### src/rtl/uart_axi_slave_regs_if.sv
// AXI4 channel bundle between the bus master and the UART register slave.
// Only the low three address bits are carried; the slave decodes nothing above them.
interface uart_axi_slave_regs_if;
  logic [2:0]  AW_add;
  logic [7:0]  AW_len;
  logic [1:0]  AW_burst;
  logic        AW_valid;
  logic        AW_ready;
  logic [31:0] W_data;
  logic [3:0]  W_strb;
  logic        W_last;
  logic        W_valid;
  logic        W_ready;
  logic [1:0]  B_response;
  logic        B_valid;
  logic        B_ready;
  logic        B_id;
  logic        B_user;
  logic [2:0]  AR_add;
  logic [7:0]  AR_len;
  logic [1:0]  AR_burst;
  logic        AR_valid;
  logic        AR_ready;
  logic [31:0] R_data;
  logic [1:0]  R_resp;
  logic        R_valid;
  logic        R_last;
  logic        R_ready;
  logic        R_id;
  logic        R_user;

  modport master (
    output AW_add, AW_len, AW_burst, AW_valid, W_data, W_strb, W_last, W_valid, B_ready,
           AR_add, AR_len, AR_burst, AR_valid, R_ready,
    input  AW_ready, W_ready, B_response, B_valid, B_id, B_user,
           AR_ready, R_data, R_resp, R_valid, R_last, R_id, R_user
  );

  modport slave (
    input  AW_add, AW_len, AW_burst, AW_valid, W_data, W_strb, W_last, W_valid, B_ready,
           AR_add, AR_len, AR_burst, AR_valid, R_ready,
    output AW_ready, W_ready, B_response, B_valid, B_id, B_user,
           AR_ready, R_data, R_resp, R_valid, R_last, R_id, R_user
  );
endinterface

### src/rtl/uart_axi_slave_regs.sv
// AXI4 slave front end of the UART: maps write/read bursts onto COM_CONFIG, the TX/RX FIFOs
// and the IRQ pending register. Write and read FSMs run independently.
module uart_axi_slave_regs (
  input  logic                        clk,
  input  logic                        rst,
  uart_axi_slave_regs_if.slave        bus,
  output logic                        tx_wr_en,
  output logic [7:0]                  tx_wr_data,
  input  logic                        tx_full,
  input  logic                        tx_empty,
  output logic                        rx_rd_en,
  input  logic [7:0]                  rx_rd_data,
  input  logic                        rx_full,
  input  logic                        rx_empty,
  input  logic                        rx_irq_set,
  input  logic                        tx_irq_set,
  output logic [31:0]                 cfg,
  output logic                        irq
);

  localparam logic [2:0] AddrComConfig = 3'd0;
  localparam logic [2:0] AddrFifoTx    = 3'd1;
  localparam logic [2:0] AddrFifoRx    = 3'd2;
  localparam logic [2:0] AddrIrq       = 3'd3;
  localparam logic [2:0] AddrRxData    = 3'd4;
  localparam logic [1:0] BurstFixed    = 2'b00;
  localparam logic [1:0] BurstIncr     = 2'b01;
  localparam logic [1:0] RespSlvErr    = 2'b10;

  typedef enum logic [1:0] {WRst, WIdle, WData, WResp} w_state_e;
  typedef enum logic [1:0] {RRst, RIdle, RData, RBubble} r_state_e;

  w_state_e    w_state_q, w_state_d;
  r_state_e    r_state_q, r_state_d;
  logic [2:0]  waddr_q, raddr_q;
  logic [1:0]  wburst_q, rburst_q;
  logic        werr_q;
  logic [7:0]  rrem_q;
  logic [23:0] cfg_q;
  logic [1:0]  pend_q, pend_d;
  logic        wbeat, w_ok, cfg_wr, irq_wr, tx_push, beat_err;
  logic        rbeat, r_ok, pop, rerr;
  logic [31:0] rdata;
  logic        unused_bits;

  assign unused_bits = ^{bus.AW_len, bus.W_strb[3]};
  assign bus.B_id    = 1'b0;
  assign bus.B_user  = 1'b0;
  assign bus.R_id    = 1'b0;
  assign bus.R_user  = 1'b0;
  assign cfg         = {8'h00, cfg_q};
  assign irq         = |pend_q;

  // Write side: decode of the current beat and FSM.
  always_comb begin
    w_state_d      = w_state_q;
    bus.AW_ready   = (w_state_q == WIdle);
    bus.W_ready    = (w_state_q == WData);
    bus.B_valid    = (w_state_q == WResp);
    bus.B_response = (bus.B_valid && werr_q) ? RespSlvErr : 2'b00;
    wbeat          = bus.W_valid && bus.W_ready;
    w_ok           = (wburst_q == BurstFixed) || (wburst_q == BurstIncr);
    cfg_wr         = wbeat && w_ok && (waddr_q == AddrComConfig);
    irq_wr         = wbeat && w_ok && (waddr_q == AddrIrq);
    tx_push        = wbeat && w_ok && (waddr_q == AddrFifoTx) && bus.W_strb[0] && !tx_full;
    beat_err       = wbeat && (!w_ok || (waddr_q > AddrRxData) ||
                     ((waddr_q == AddrFifoTx) && bus.W_strb[0] && tx_full));
    unique case (w_state_q)
      WRst:  w_state_d = WIdle;
      WIdle: if (bus.AW_valid) w_state_d = WData;
      WData: if (wbeat && bus.W_last) w_state_d = WResp;
      WResp: if (bus.B_ready) w_state_d = WIdle;
    endcase
  end

  always_ff @(posedge clk or posedge rst) begin
    if (rst) begin
      w_state_q  <= WRst;
      waddr_q    <= 3'd0;
      wburst_q   <= 2'b00;
      werr_q     <= 1'b0;
      tx_wr_en   <= 1'b0;
      tx_wr_data <= 8'h00;
    end else begin
      w_state_q <= w_state_d;
      tx_wr_en  <= tx_push;
      if (tx_push) tx_wr_data <= bus.W_data[7:0];
      if (bus.AW_valid && bus.AW_ready) begin
        waddr_q  <= bus.AW_add;
        wburst_q <= bus.AW_burst;
        werr_q   <= 1'b0;
      end else if (wbeat) begin
        if (wburst_q == BurstIncr) waddr_q <= waddr_q + 3'd1;
        werr_q <= werr_q | beat_err;
      end
    end
  end

  // An enabled core event wins over a same-cycle software write of the pending bits.
  always_comb begin
    pend_d = pend_q;
    if (irq_wr) pend_d = bus.W_data[1:0];
    if (rx_irq_set && cfg_q[22]) pend_d[0] = 1'b1;
    if (tx_irq_set && cfg_q[23]) pend_d[1] = 1'b1;
  end

  always_ff @(posedge clk or posedge rst) begin
    if (rst) begin
      cfg_q  <= 24'h08_0145;
      pend_q <= 2'b00;
    end else begin
      pend_q <= pend_d;
      if (cfg_wr && bus.W_strb[0]) cfg_q[7:0]   <= bus.W_data[7:0];
      if (cfg_wr && bus.W_strb[1]) cfg_q[15:8]  <= bus.W_data[15:8];
      if (cfg_wr && bus.W_strb[2]) cfg_q[23:16] <= bus.W_data[23:16];
    end
  end

  // Read side: data/response are combinational from the current beat address.
  always_comb begin
    r_state_d    = r_state_q;
    bus.AR_ready = (r_state_q == RIdle);
    bus.R_valid  = (r_state_q == RData);
    bus.R_last   = bus.R_valid && (rrem_q == 8'd0);
    rbeat        = bus.R_valid && bus.R_ready;
    r_ok         = (rburst_q == BurstFixed) || (rburst_q == BurstIncr);
    rdata        = 32'h0;
    rerr         = 1'b0;
    unique case (raddr_q)
      AddrComConfig: rdata = cfg;
      AddrFifoTx:    rdata = {30'h0, tx_empty, tx_full};
      AddrFifoRx:    rdata = {16'h0, rx_rd_data, 6'h0, rx_empty, rx_full};
      AddrIrq:       rdata = {30'h0, pend_q};
      AddrRxData: begin
        rdata = {24'h0, rx_rd_data};
        rerr  = rx_empty;
      end
      default:       rerr  = 1'b1;
    endcase
    if (!r_ok) begin
      rdata = 32'h0;
      rerr  = 1'b1;
    end
    bus.R_data = bus.R_valid ? rdata : 32'h0;
    bus.R_resp = (bus.R_valid && rerr) ? RespSlvErr : 2'b00;
    pop        = rbeat && r_ok && (raddr_q == AddrRxData) && !rx_empty;
    unique case (r_state_q)
      RRst:    r_state_d = RIdle;
      RIdle:   if (bus.AR_valid) r_state_d = RData;
      RData: begin
        if (rbeat) begin
          if (rrem_q == 8'd0) r_state_d = RIdle;
          else if (pop && (rburst_q == BurstFixed)) r_state_d = RBubble;
        end
      end
      RBubble: r_state_d = RData;
    endcase
  end

  always_ff @(posedge clk or posedge rst) begin
    if (rst) begin
      r_state_q <= RRst;
      raddr_q   <= 3'd0;
      rburst_q  <= 2'b00;
      rrem_q    <= 8'd0;
      rx_rd_en  <= 1'b0;
    end else begin
      r_state_q <= r_state_d;
      rx_rd_en  <= pop;
      if (bus.AR_valid && bus.AR_ready) begin
        raddr_q  <= bus.AR_add;
        rburst_q <= bus.AR_burst;
        rrem_q   <= (bus.AR_len == 8'd0) ? 8'd0 : bus.AR_len - 8'd1;
      end else if (rbeat && (rrem_q != 8'd0)) begin
        rrem_q <= rrem_q - 8'd1;
        if (rburst_q == BurstIncr) raddr_q <= raddr_q + 3'd1;
      end
    end
  end

endmodule

### src/flat_wrapper.sv
// flat-port wrapper written by rule: the top's interface ports become plain ports
module uart_axi_slave_regs_flat 
  (clk, rst, tx_wr_en, tx_wr_data, tx_full, tx_empty, rx_rd_en, rx_rd_data, rx_full, rx_empty, rx_irq_set, tx_irq_set, cfg, irq, bus_AW_add, bus_AW_len, bus_AW_burst, bus_AW_valid, bus_W_data, bus_W_strb, bus_W_last, bus_W_valid, bus_B_ready, bus_AR_add, bus_AR_len, bus_AR_burst, bus_AR_valid, bus_R_ready, bus_AW_ready, bus_W_ready, bus_B_response, bus_B_valid, bus_B_id, bus_B_user, bus_AR_ready, bus_R_data, bus_R_resp, bus_R_valid, bus_R_last, bus_R_id, bus_R_user);
  uart_axi_slave_regs_if bus_i ();
  input  logic clk;
  input  logic rst;
  output logic tx_wr_en;
  output logic [7:0] tx_wr_data;
  input  logic tx_full;
  input  logic tx_empty;
  output logic rx_rd_en;
  input  logic [7:0] rx_rd_data;
  input  logic rx_full;
  input  logic rx_empty;
  input  logic rx_irq_set;
  input  logic tx_irq_set;
  output logic [31:0] cfg;
  output logic irq;
  input wire logic [$bits(bus_i.AW_add)-1:0] bus_AW_add;
  input wire logic [$bits(bus_i.AW_len)-1:0] bus_AW_len;
  input wire logic [$bits(bus_i.AW_burst)-1:0] bus_AW_burst;
  input wire logic [$bits(bus_i.AW_valid)-1:0] bus_AW_valid;
  input wire logic [$bits(bus_i.W_data)-1:0] bus_W_data;
  input wire logic [$bits(bus_i.W_strb)-1:0] bus_W_strb;
  input wire logic [$bits(bus_i.W_last)-1:0] bus_W_last;
  input wire logic [$bits(bus_i.W_valid)-1:0] bus_W_valid;
  input wire logic [$bits(bus_i.B_ready)-1:0] bus_B_ready;
  input wire logic [$bits(bus_i.AR_add)-1:0] bus_AR_add;
  input wire logic [$bits(bus_i.AR_len)-1:0] bus_AR_len;
  input wire logic [$bits(bus_i.AR_burst)-1:0] bus_AR_burst;
  input wire logic [$bits(bus_i.AR_valid)-1:0] bus_AR_valid;
  input wire logic [$bits(bus_i.R_ready)-1:0] bus_R_ready;
  output wire logic [$bits(bus_i.AW_ready)-1:0] bus_AW_ready;
  output wire logic [$bits(bus_i.W_ready)-1:0] bus_W_ready;
  output wire logic [$bits(bus_i.B_response)-1:0] bus_B_response;
  output wire logic [$bits(bus_i.B_valid)-1:0] bus_B_valid;
  output wire logic [$bits(bus_i.B_id)-1:0] bus_B_id;
  output wire logic [$bits(bus_i.B_user)-1:0] bus_B_user;
  output wire logic [$bits(bus_i.AR_ready)-1:0] bus_AR_ready;
  output wire logic [$bits(bus_i.R_data)-1:0] bus_R_data;
  output wire logic [$bits(bus_i.R_resp)-1:0] bus_R_resp;
  output wire logic [$bits(bus_i.R_valid)-1:0] bus_R_valid;
  output wire logic [$bits(bus_i.R_last)-1:0] bus_R_last;
  output wire logic [$bits(bus_i.R_id)-1:0] bus_R_id;
  output wire logic [$bits(bus_i.R_user)-1:0] bus_R_user;
  assign bus_i.AW_add = bus_AW_add;
  assign bus_i.AW_len = bus_AW_len;
  assign bus_i.AW_burst = bus_AW_burst;
  assign bus_i.AW_valid = bus_AW_valid;
  assign bus_i.W_data = bus_W_data;
  assign bus_i.W_strb = bus_W_strb;
  assign bus_i.W_last = bus_W_last;
  assign bus_i.W_valid = bus_W_valid;
  assign bus_i.B_ready = bus_B_ready;
  assign bus_i.AR_add = bus_AR_add;
  assign bus_i.AR_len = bus_AR_len;
  assign bus_i.AR_burst = bus_AR_burst;
  assign bus_i.AR_valid = bus_AR_valid;
  assign bus_i.R_ready = bus_R_ready;
  assign bus_AW_ready = bus_i.AW_ready;
  assign bus_W_ready = bus_i.W_ready;
  assign bus_B_response = bus_i.B_response;
  assign bus_B_valid = bus_i.B_valid;
  assign bus_B_id = bus_i.B_id;
  assign bus_B_user = bus_i.B_user;
  assign bus_AR_ready = bus_i.AR_ready;
  assign bus_R_data = bus_i.R_data;
  assign bus_R_resp = bus_i.R_resp;
  assign bus_R_valid = bus_i.R_valid;
  assign bus_R_last = bus_i.R_last;
  assign bus_R_id = bus_i.R_id;
  assign bus_R_user = bus_i.R_user;
  uart_axi_slave_regs u_core (.clk(clk), .rst(rst), .bus(bus_i), .tx_wr_en(tx_wr_en), .tx_wr_data(tx_wr_data), .tx_full(tx_full), .tx_empty(tx_empty), .rx_rd_en(rx_rd_en), .rx_rd_data(rx_rd_data), .rx_full(rx_full), .rx_empty(rx_empty), .rx_irq_set(rx_irq_set), .tx_irq_set(tx_irq_set), .cfg(cfg), .irq(irq));
endmodule
### config.mk
export PLATFORM = sky130hd
export DESIGN_NAME = uart_axi_slave_regs_flat
export DESIGN_NICKNAME = d
export VERILOG_FILES = /design/src/rtl/uart_axi_slave_regs_if.sv /design/src/rtl/uart_axi_slave_regs.sv /design/src/flat_wrapper.sv
export SDC_FILE = /design/constraint.sdc
export NUM_CORES = 1
export LEC_CHECK = 0
export CELL_PAD_IN_SITES_DETAIL_PLACEMENT = 0
export CELL_PAD_IN_SITES_GLOBAL_PLACEMENT = 1
export CORE_MARGIN = 8
export CORE_UTILIZATION = 30
export CTS_CLUSTER_SIZE = 40
export DETAILED_ROUTE_END_ITERATION = 10
export PLACE_DENSITY_LB_ADDON = 0.15
export SKIP_CTS_REPAIR_TIMING = 1
export SYNTH_ARGS = -nofsm -noshare
export SYNTH_HDL_FRONTEND = slang
export SYNTH_SLANG_ARGS = --single-unit
### constraint.sdc
create_clock -name clk -period 5.4 [get_ports clk]
set_clock_uncertainty 0.1 [all_clocks]
set_input_delay 1.62 -clock clk [delete_from_list [all_inputs] [get_ports clk]]
set_output_delay 1.62 -clock clk [all_outputs]
set_load 0.05 [all_outputs]
* Yosys cells after proc, flatten, opt, wreduce, memory -nomap -nowiden
Index checks and enable logic that the tools add are counted.
** Storage, ports and cells
- Bits in registers :: 59
- Latch bits :: 0
- RAM bits :: 0
- ROM bits :: 0
- Logic and storage cells :: 127
- Memories :: 0
** Operators by class
- Add/subtract/negate cells :: 4
- Multiply operators :: 0
- Div/mod/pow operators :: 0
- $lt $le $gt $ge :: 1
- Eq/ne operators :: 20
- Shift-type cells :: 0
- Multiplexer cells :: 30
- Bitwise logic cells :: 1
- Reduce and logical (&&, ||, !) cells :: 55
** Operator list (number)
- $pmux 24 s5 :: 1
- $mux 24 :: 2
- $logic_and 1x1->1 :: 27
- $mux 8 :: 3
- $mux 2 :: 10
- $mux 3 :: 6
- $logic_not 8->1 :: 2
- $pmux 2 s4 :: 2
- $sub 8x1->8 const B :: 2
- $reduce_bool 2->1 :: 6
- $eq 3x2->1 const B :: 3
- $eq 2x1->1 const B :: 4
- $eq 2x2->1 const B :: 4
- $logic_not 2->1 :: 4
- $reduce_bool 8->1 :: 1
- $add 3x1->3 const B :: 2
- $eq 3x1->1 const B :: 2
- $logic_not 3->1 :: 2
- $ne 2x2->1 const B :: 3
- $reduce_and 3->1 :: 2
- $mux 1 :: 5
- $logic_or 1x1->1 :: 4
- $ne 2x1->1 const B :: 2
- $reduce_and 2->1 :: 2
- 8 further kinds :: 10

* Logic depth before layout (Yosys ltp)
Gate-level depths: netlist of run 1.
- Depth in word-level cells :: 10
- Mapped depth :: 7
- Depth with buffers taken out :: 6

* Least setup slack after synthesis of run 1
Ideal clock, no wire load.
- Path kind :: input to output
- From :: input port rx_empty
- To :: output port bus_R_resp[1]
- Arrival time :: 2.845 ns
- Data required time :: 3.680 ns
- Path slack :: 0.835 ns
- Cell stages on the path :: 2
- Buffers on the path :: 0
- Cell sequence :: nand3_1 > a21boi_0
** On the way
- Longest elaborated chain between the ends :: 4
** Ends and longest elaborated chain
- start, declared :: line flat_wrapper.sv:14 : input logic rx_empty;
- $pmux 1 s2 :: line uart_axi_slave_regs.sv:129 : unique case (raddr_q)
- $mux 1 :: line uart_axi_slave_regs.sv:140 : if (!r_ok) begin
- $logic_and 1x1->1 :: line uart_axi_slave_regs.sv:145 : bus.R_resp = (bus.R_valid && rerr) ? RespSlvErr : 2'b00;
- $mux 2 :: line uart_axi_slave_regs.sv:145
- end, declared :: line flat_wrapper.sv:41 : output wire logic [$bits(bus_i.R_resp)-1:0] bus_R_resp;
Every way passes these cells.

* Worst setup path in the final report of run 1
- From :: input port rx_rd_data[3]
- To :: output port bus_R_data[11]
** On the way
- Longest elaborated chain between the ends :: 3
** Ends and longest elaborated chain
- start, declared :: line flat_wrapper.sv:12 : input logic [7:0] rx_rd_data;
- $pmux 24 s5 :: line uart_axi_slave_regs.sv:129
- $mux 24 :: line uart_axi_slave_regs.sv:140
- $mux 24 :: line uart_axi_slave_regs.sv:144 : bus.R_data = bus.R_valid ? rdata : 32'h0;
- end, declared :: line flat_wrapper.sv:40 : output wire logic [$bits(bus_i.R_data)-1:0] bus_R_data;
Every way passes these cells.

==> results of run 1 <==
-- power by group through the flow --
stage,Clock [mW],Combinational (mW),Sequential [mW]
CTS,0.613,1.32,0.722
floorplan,0,0.750,0.870
global route,0.626,1.41,0.745
finish,0.593,1.31,0.722
detailed placement,0,1.32,0.728
global placement,0,1.31,0.721
-- cells in the mapped netlist, drive strengths merged (2+ instances only) --
| cell | count | area (sq um) |
|---|---|---|
| a22o | 2 | 17.5 |
| a22oi | 8 | 60.1 |
| inv | 19 | 71.3 |
| xnor2 | 5 | 43.8 |
| a222oi | 3 | 30.0 |
| or4 | 4 | 37.5 |
| o21ai | 8 | 40.0 |
| and3b | 2 | 17.5 |
| nor4 | 4 | 31.3 |
| nand4b | 2 | 17.5 |
| nand2 | 19 | 71.3 |
| nor2 | 33 | 124 |
| o211ai | 2 | 15.0 |
| nor3b | 3 | 22.5 |
| nand3b | 4 | 30.0 |
| a21oi | 19 | 98.9 |
| dfstp | 5 | 131 |
| mux2i | 11 | 110 |
| a21o | 2 | 15.0 |
| buf | 26 | 196 |
| dfrtp | 54 | 1350 |
| nor2b | 3 | 18.8 |
| nand2b | 3 | 18.8 |
| o21a | 3 | 22.5 |
| clkbuf | 3 | 11.3 |
| nor3 | 3 | 15.0 |
| and2 | 9 | 56.3 |
| mux2 | 35 | 394 |
| or3 | 2 | 13.8 |
| ha | 17 | 213 |
| or2 | 3 | 18.8 |
| nand3 | 8 | 40.0 |
| a31oi | 2 | 12.5 |
| o22a | 2 | 17.5 |
-- flip-flops by register name, summed over array words and instances (netlist names) --
| register | cells |
|---|---|
| u_core.rx_rd_en | 1 |
| u_core.w_state_q | 2 |
| u_core.wburst_q | 2 |
| u_core.tx_wr_en | 1 |
| u_core.tx_wr_data | 8 |
| u_core.rburst_q | 2 |
| u_core.pend_q | 2 |
| u_core.r_state_q | 2 |
| u_core.werr_q | 1 |
| u_core.cfg_q | 24 |
| u_core.rrem_q | 8 |
| u_core.waddr_q | 3 |
| u_core.raddr_q | 3 |
-- stage by stage --
stage          setup WS, ns  instance area, sq um  hold WS (ns)
3_3_place_gp          0.514                  4940         0.372
2_1_floorplan         0.835                  3610         0.356
6_report              0.512                  5250         0.386
5_1_grt               0.454                  5250         0.404
3_5_place_dp          0.519                  4940         0.377
4_1_cts               0.507                  5250         0.389
-- logic make-up after synthesis --
kind of cell / count (synthesis) / share of synthesized area
AOI/OAI and AO/OA: 63 / 0.123
and+or+nand+nor: 106 / 0.160
DFF: 59 / 0.419
muxes: 46 / 0.143
buffers and inverters: 48 / 0.0789
adders and majority gates: 17 / 0.0602
other: 1 / 0.00106
xor gates and xnor gates: 6 / 0.0149
-- final cells by class --
cell class	count	area, sq um	share of cell area
multi-input combinational	260	1850	0.353
clock inverter	4	50.0	0.00953
sequential	59	1480	0.282
tap	143	179	0.0341
timing repair buffer	138	1360	0.259
inverter	19	71.3	0.0136
clock buffer	12	256	0.0488
-- worst max-delay path by stage --
| stage | startpoint | end | slack [ns] | cells past startpoint |
|---|---|---|---|---|
| finish | rx_rd_data[3] | bus_R_data[11] | 0.51 | 4 |
| global route | rx_rd_data[7] | bus_R_data[15] | 0.45 | 4 |
| CTS | rx_rd_data[5] | bus_R_data[13] | 0.51 | 4 |
| detailed placement | rx_rd_data[5] | bus_R_data[13] | 0.52 | 4 |
| global placement | rx_rd_data[5] | bus_R_data[13] | 0.51 | 4 |
| floorplan | rx_empty | bus_R_resp[1] | 0.84 | 2 |
-- worst max-delay path, delay by kind of cell --
family	cells	cell delay [ns]
buf+inv	2	1.31
simple gates	1	0.14
compound gates	1	0.09
-- metal layers --
layer  vias up  GRT usage  part of all wire
li1       1467          -                 -
met1      1475      0.161              0.41
met2       103      0.228              0.46
met3        10     0.0923              0.11
met4         0     0.0390             0.012
met5         -          0                 0
==> impl_results.html, run 1 <==
<table>
<tr><th>Metric</th><th>Value</th></tr>
<tr><th colspan="2">Run status</th></tr>
<tr><td>Status</td><td>completed</td></tr>
<tr><th colspan="2">Floorplan</th></tr>
<tr><td>Area enclosed by the die boundary</td><td>15500 sq um</td></tr>
<tr><td>Number of ports placed on the die boundary</td><td>173</td></tr>
<tr><td>Die height</td><td>125 um</td></tr>
<tr><td># rows</td><td>39</td></tr>
<tr><td>Horiz. Die Dim</td><td>125 um</td></tr>
<tr><td>Floorplan Core Area</td><td>11500 sq um</td></tr>
<tr><td>Effective utilization at floorplan</td><td>0.308</td></tr>
<tr><th colspan="2">Placement</th></tr>
<tr><td>Weighted congestion reported at the end of routability-driven placement</td><td>0.790</td></tr>
<tr><td>HPWL Detailed</td><td>8640 um</td></tr>
<tr><td>Inst Count DP</td><td>619</td></tr>
<tr><td># port buffers</td><td>133</td></tr>
<tr><th colspan="2">Power</th></tr>
<tr><td>Leakage</td><td>2.35 nW</td></tr>
<tr><td>Internal Dissipation</td><td>1.47 mW</td></tr>
<tr><td>Share of total power in the clock network</td><td>0.226</td></tr>
<tr><td>Sequential group share of total power</td><td>0.275</td></tr>
<tr><td>Switching Share</td><td>0.440</td></tr>
<tr><td>Total power</td><td>2.62 mW</td></tr>
<tr><td>Combinational fraction of design power</td><td>0.499</td></tr>
<tr><td>Total power per unit cell area</td><td>500 nW/um^2</td></tr>
<tr><td>VDD IR max</td><td>0.230 mV</td></tr>
<tr><td>Switching pwr</td><td>1.15 mW</td></tr>
<tr><th colspan="2">Job</th></tr>
<tr><td>MaxCap Viol Count</td><td>0</td></tr>
<tr><th colspan="2">STA</th></tr>
<tr><td>Count of final setup violators</td><td>0</td></tr>
<tr><td>Unrepaired setup endpoints after global routing</td><td>no</td></tr>
<tr><td>Highest clock frequency the design can meet</td><td>0.205 GHz</td></tr>
<tr><td>Worst Max-Slew Pin Slew</td><td>1.05 ns</td></tr>
<tr><td>Part of the cycle the worst path needs</td><td>0.905</td></tr>
<tr><td>Final hold violations</td><td>0</td></tr>
<tr><td>Sum Neg Setup Slack</td><td>0 ns</td></tr>
<tr><td>Headroom to the max-slew limit</td><td>0.301</td></tr>
<tr><td>Final Critical Period</td><td>4.89 ns</td></tr>
<tr><td>Slew Viols, Final</td><td>0</td></tr>
<tr><th colspan="2">Yosys</th></tr>
<tr><td>Asr flop ratio synth</td><td>1.00</td></tr>
<tr><td>Post-synthesis cell area</td><td>3540 sq um</td></tr>
<tr><td>Proportion of synthesized chip area in sequential cells</td><td>0.419</td></tr>
<tr><td>Number of enable-type register cells in the synthesized netlist</td><td>0</td></tr>
<tr><td>Synth Area per Inst</td><td>10.2 sq um</td></tr>
<tr><td>Synth warn</td><td>0</td></tr>
<tr><td>Post-synthesis cell count</td><td>346</td></tr>
<tr><td>Number of synthesized register bits</td><td>59</td></tr>
<tr><td>Primary FF master, synth</td><td>sky130_fd_sc_hd__dfrtp_1</td></tr>
<tr><td>Count of different cell masters after synthesis</td><td>62</td></tr>
<tr><th colspan="2">Finish</th></tr>
<tr><td>Synth-to-layout area growth</td><td>48.5%</td></tr>
<tr><td>Fill cells</td><td>1119</td></tr>
<tr><td>ANT cells</td><td>0</td></tr>
<tr><td>Most frequent standard cell in the layout excluding fill and tap cells</td><td>sky130_fd_sc_hd__clkdlybuf4s50_1</td></tr>
<tr><td>Final cell count without fillers</td><td>635</td></tr>
<tr><td>Most used cells in the layout excluding fill and tap cells</td><td>sky130_fd_sc_hd__clkdlybuf4s50_1, sky130_fd_sc_hd__dfrtp_1, sky130_fd_sc_hd__mux2_2</td></tr>
<tr><td>Final Util</td><td>0.458</td></tr>
<tr><td>Nets</td><td>588</td></tr>
<tr><td>Share of layout cells above drive strength 1</td><td>0.148</td></tr>
<tr><th colspan="2">Clock network</th></tr>
<tr><td>H-tree level count</td><td>3</td></tr>
<tr><td>Clock tree from TritonCTS</td><td>built</td></tr>
<tr><td>Clock root buffer master</td><td>sky130_fd_sc_hd__clkbuf_16</td></tr>
<tr><td>Clock-pin slew of the registers on the worst-case setup and hold paths</td><td>0.05 ns</td></tr>
<tr><td>CTS buffer count</td><td>9</td></tr>
<tr><td>Maximum root-to-sink buffer count</td><td>2</td></tr>
<tr><td>Worst-Skew Late Latency</td><td>0.33 ns</td></tr>
<tr><td>Clock tree sinks</td><td>59</td></tr>
<tr><th colspan="2">Setup path</th></tr>
<tr><td>Sort of element at the end of the critical path</td><td>output port</td></tr>
<tr><td>Worst-path cell chain</td><td>clkdlybuf4s50_1, a22oi_1, nor2_1, clkdlybuf4s50_1</td></tr>
<tr><td>Kind of launch point of the worst setup path</td><td>primary input</td></tr>
<tr><td>Peak fanout along the critical path</td><td>2</td></tr>
<tr><td>Required time at the worst-slack endpoint</td><td>3.68 ns</td></tr>
<tr><td>Endpoint of the worst register-to-register path</td><td>u_core.cfg_q[12]</td></tr>
<tr><td>Setup slack on the worst flop-to-flop path</td><td>3.01 ns</td></tr>
<tr><td>Worst path max stage delay</td><td>0.83 ns</td></tr>
<tr><td>Cell with the largest stage delay on the worst path</td><td>sky130_fd_sc_hd__clkdlybuf4s50_1</td></tr>
<tr><td>Cell count of the worst reg-to-reg path</td><td>6</td></tr>
<tr><td>Critical path data arrival time</td><td>3.17 ns</td></tr>
<tr><td>Cell repeated most along the worst path</td><td>sky130_fd_sc_hd__clkdlybuf4s50_1</td></tr>
<tr><td>Crit Path Category</td><td>primary input to output port</td></tr>
<tr><td>Origin of the critical flop-to-flop path</td><td>u_core.w_state_q[0]</td></tr>
<tr><th colspan="2">Min path</th></tr>
<tr><td>Launch instance of the worst min-delay path</td><td>u_core.werr_q</td></tr>
<tr><td>Worst hold path stage count</td><td>1</td></tr>
<tr><td>Endpoint, Worst Hold</td><td>u_core.werr_q</td></tr>
<tr><td>Worst min-delay path category</td><td>flop to flop</td></tr>
<tr><th colspan="2">Global routing</th></tr>
<tr><td>Initial antenna violation count</td><td>0</td></tr>
<tr><td>Total routing usage reported by global routing</td><td>0.146</td></tr>
<tr><td>Pin count of the biggest net entering global routing</td><td>47</td></tr>
<tr><td>Total grt overflow</td><td>0</td></tr>
<tr><td>Wire length of the first global-routing pass</td><td>18100 um</td></tr>
<tr><td>Vias in the first global route</td><td>3295</td></tr>
<tr><th colspan="2">Detailed routing</th></tr>
<tr><td>Via density per instance</td><td>4.81</td></tr>
<tr><td>First DRT Iteration DRCs</td><td>138</td></tr>
<tr><td>Average wire per cell in the routed design</td><td>17.8 um</td></tr>
<tr><td>Post-Route WL</td><td>11300 um</td></tr>
<tr><td>Total number of vias</td><td>3055</td></tr>
<tr><td>First drt pass iteration count</td><td>4</td></tr>
<tr><td>Antenna violation net count after detailed routing</td><td>0</td></tr>
<tr><td>Drt drc</td><td>0</td></tr>
</table>
(Power assumes the default switching activity.)
==> inputs of run 2 (changes only) <==
--- a/config.mk
+++ b/config.mk
@@ -12,6 +12,7 @@
 export CTS_CLUSTER_SIZE = 40
 export DETAILED_ROUTE_END_ITERATION = 10
 export PLACE_DENSITY_LB_ADDON = 0.15
+export RECOVER_POWER = 100
 export SKIP_CTS_REPAIR_TIMING = 1
 export SYNTH_ARGS = -nofsm -noshare
 export SYNTH_HDL_FRONTEND = slang
==> impl_results.html, run 2 (synthesis gave the netlist of run 1 again) <==
<table>
<tr><th>Metric</th><th>Value</th></tr>
<tr><th colspan="2">Global routing</th></tr>
<tr><td>Initial antenna violation count</td><td>0</td></tr>
<tr><td>Pin count of the biggest net entering global routing</td><td>47</td></tr>
<tr><td>Wire length of the first global-routing pass</td><td>18100 um</td></tr>
<tr><td>Total routing usage reported by global routing</td><td>0.146</td></tr>
<tr><td>Vias in the first global route</td><td>3295</td></tr>
<tr><td>Total grt overflow</td><td>0</td></tr>
<tr><th colspan="2">Clock network</th></tr>
<tr><td>Maximum root-to-sink buffer count</td><td>2</td></tr>
<tr><td>H-tree level count</td><td>3</td></tr>
<tr><td>Clock tree sinks</td><td>59</td></tr>
<tr><td>Worst-Skew Late Latency</td><td>0.33 ns</td></tr>
<tr><td>Clock tree from TritonCTS</td><td>built</td></tr>
<tr><td>Clock root buffer master</td><td>sky130_fd_sc_hd__clkbuf_16</td></tr>
<tr><td>Clock-pin slew of the registers on the worst-case setup and hold paths</td><td>0.05 ns</td></tr>
<tr><td>CTS buffer count</td><td>9</td></tr>
<tr><th colspan="2">STA</th></tr>
<tr><td>Headroom to the max-slew limit</td><td>-0.262</td></tr>
<tr><td>Worst hold slack after final layout</td><td>0.386 ns</td></tr>
<tr><td>Highest clock frequency the design can meet</td><td>0.203 GHz</td></tr>
<tr><td>Part of the cycle the worst path needs</td><td>0.914</td></tr>
<tr><td>Count of final setup violators</td><td>0</td></tr>
<tr><td>Slew Viols, Final</td><td>47</td></tr>
<tr><td>Sum Neg Setup Slack</td><td>0 ns</td></tr>
<tr><td>Final Critical Period</td><td>4.94 ns</td></tr>
<tr><td>Final hold violations</td><td>0</td></tr>
<tr><td>Unrepaired setup endpoints after global routing</td><td>no</td></tr>
<tr><td>Worst Max-Slew Pin Slew</td><td>1.89 ns</td></tr>
<tr><th colspan="2">Finish</th></tr>
<tr><td>Final cell count without fillers</td><td>635</td></tr>
<tr><td>Fill cells</td><td>1121</td></tr>
<tr><td>Nets</td><td>588</td></tr>
<tr><td>Most used cells in the layout excluding fill and tap cells</td><td>sky130_fd_sc_hd__dlygate4sd3_1, sky130_fd_sc_hd__clkdlybuf4s50_1, sky130_fd_sc_hd__dfrtp_1</td></tr>
<tr><td>Most frequent standard cell in the layout excluding fill and tap cells</td><td>sky130_fd_sc_hd__dlygate4sd3_1</td></tr>
<tr><td>Register name with the most flops</td><td>u_core.cfg_q</td></tr>
<tr><td>Share of layout cells above drive strength 1</td><td>0.134</td></tr>
<tr><td>ANT cells</td><td>0</td></tr>
<tr><td>Synth-to-layout area growth</td><td>47.8%</td></tr>
<tr><td>Registers with the most flip-flops</td><td>u_core.cfg_q: 24 flops, u_core.rrem_q: 8 flops, u_core.tx_wr_data: 8 flops</td></tr>
<tr><td>Number of flip-flops in the largest register</td><td>24</td></tr>
<tr><th colspan="2">Placement</th></tr>
<tr><td># port buffers</td><td>133</td></tr>
<tr><td>Weighted congestion reported at the end of routability-driven placement</td><td>0.790</td></tr>
<tr><td>Inst Count DP</td><td>619</td></tr>
<tr><td>HPWL Detailed</td><td>8640 um</td></tr>
<tr><th colspan="2">Run status</th></tr>
<tr><td>Status</td><td>finished with violations</td></tr>
<tr><td>Violations in the final reports</td><td>max-capacitance violations, max-slew violations</td></tr>
<tr><th colspan="2">Power</th></tr>
<tr><td>VDD IR max</td><td>0.219 mV</td></tr>
<tr><td>Total power per unit cell area</td><td>491 nW/um^2</td></tr>
<tr><td>Leakage</td><td>2.54 nW</td></tr>
<tr><th colspan="2">Floorplan</th></tr>
<tr><td># rows</td><td>39</td></tr>
<tr><td>Area enclosed by the die boundary</td><td>15500 sq um</td></tr>
<tr><td>Horiz. Die Dim</td><td>125 um</td></tr>
<tr><td>Number of ports placed on the die boundary</td><td>173</td></tr>
<tr><td>Floorplan Core Area</td><td>11500 sq um</td></tr>
<tr><td>Die height</td><td>125 um</td></tr>
<tr><td>Effective utilization at floorplan</td><td>0.308</td></tr>
<tr><th colspan="2">Detailed routing</th></tr>
<tr><td>Post-Route WL</td><td>11300 um</td></tr>
<tr><td>Antenna violation net count after detailed routing</td><td>0</td></tr>
<tr><td>First drt pass iteration count</td><td>4</td></tr>
<tr><td>Average wire per cell in the routed design</td><td>17.7 um</td></tr>
<tr><td>Total number of vias</td><td>3055</td></tr>
<tr><td>First DRT Iteration DRCs</td><td>117</td></tr>
<tr><td>Drt drc</td><td>0</td></tr>
<tr><td>Via density per instance</td><td>4.81</td></tr>
<tr><th colspan="2">Min path</th></tr>
<tr><td>Worst min-delay path category</td><td>flop to flop</td></tr>
<tr><th colspan="2">Setup path</th></tr>
<tr><td>Required time at the worst-slack endpoint</td><td>3.68 ns</td></tr>
<tr><td>Critical path data arrival time</td><td>3.22 ns</td></tr>
<tr><td>Buf/Inv on CP</td><td>2</td></tr>
<tr><td>Cell with the largest stage delay on the worst path</td><td>sky130_fd_sc_hd__dlygate4sd3_1</td></tr>
<tr><td>Worst path max stage delay</td><td>0.90 ns</td></tr>
<tr><td>Crit Path Category</td><td>primary input to output port</td></tr>
<tr><td>Worst-path cell chain</td><td>clkdlybuf4s50_1, a22oi_1, nor2_1, dlygate4sd3_1</td></tr>
<tr><td>Peak fanout along the critical path</td><td>2</td></tr>
<tr><td>Kind of launch point of the worst setup path</td><td>primary input</td></tr>
<tr><td>Sort of element at the end of the critical path</td><td>output port</td></tr>
<tr><td>Worst path top cell family by delay</td><td>buffers and inverters</td></tr>
<tr><th colspan="2">Job</th></tr>
<tr><td>MaxCap Viol Count</td><td>1</td></tr>
</table>
run 2: changes by cell type in the layout (fill, tap and decap cells not counted), sizes merged:
cell,delta
clkbuf,+4
buf,-4
dlygate4sd3,+72
clkdlybuf4s50,-72
run 2: report_power, final:
part           switching [mW]  internal, mW
clock                   0.212         0.382
sequential              0.131         0.589
combinational           0.801         0.453
run 2: path summary, 6_finish.rpt:
kind | from | to | slack [ns] | cells past startpoint
setup / recovery | rx_rd_data[3] | bus_R_data[11] | 0.46 | 4
hold / removal | u_core.werr_q | u_core.werr_q | 0.39 | 1
setup reg to reg | u_core.rrem_q[0] | u_core.raddr_q[2] | 2.84 | 6
hold reg to reg | u_core.werr_q | u_core.werr_q | 0.39 | 1
max in group asynchronous | rst | u_core.cfg_q[11] | 1.45 | 3
min in group asynchronous | rst | u_core.r_state_q[0] | 2.25 | 2
run 2: per-stage QoR:
step            util  power, mW  worst slack (ns)  area [sq um]
2_1_floorplan      -       1.62             0.835          3610
3_3_place_gp   0.431       2.03             0.514          4940
3_5_place_dp   0.431       2.04             0.519          4940
4_1_cts        0.458       2.66             0.507          5250
5_1_grt        0.456       2.73             0.395          5230
6_report       0.456       2.57             0.462          5230
run 2: routing by layer:
metal  global-route usage  vias up  routed length [um]
met1                0.161     1469                4610
met5                    0        -                   0
met3               0.0923       10                1330
li1                     -     1473                   -
met2                0.228      103                5180
met4               0.0390        0                 136
run 2: area by class of cell:
type	count	area [sq um]	share of cell area
Clock inverter	4	50.0	0.00958
Multi-Input combinational cell	260	1840	0.353
Clock buffer	12	256	0.0491
Tap cell	143	179	0.0342
Inverter	19	71.3	0.0136
Timing Repair Buffer	138	1340	0.257
Sequential cell	59	1480	0.284
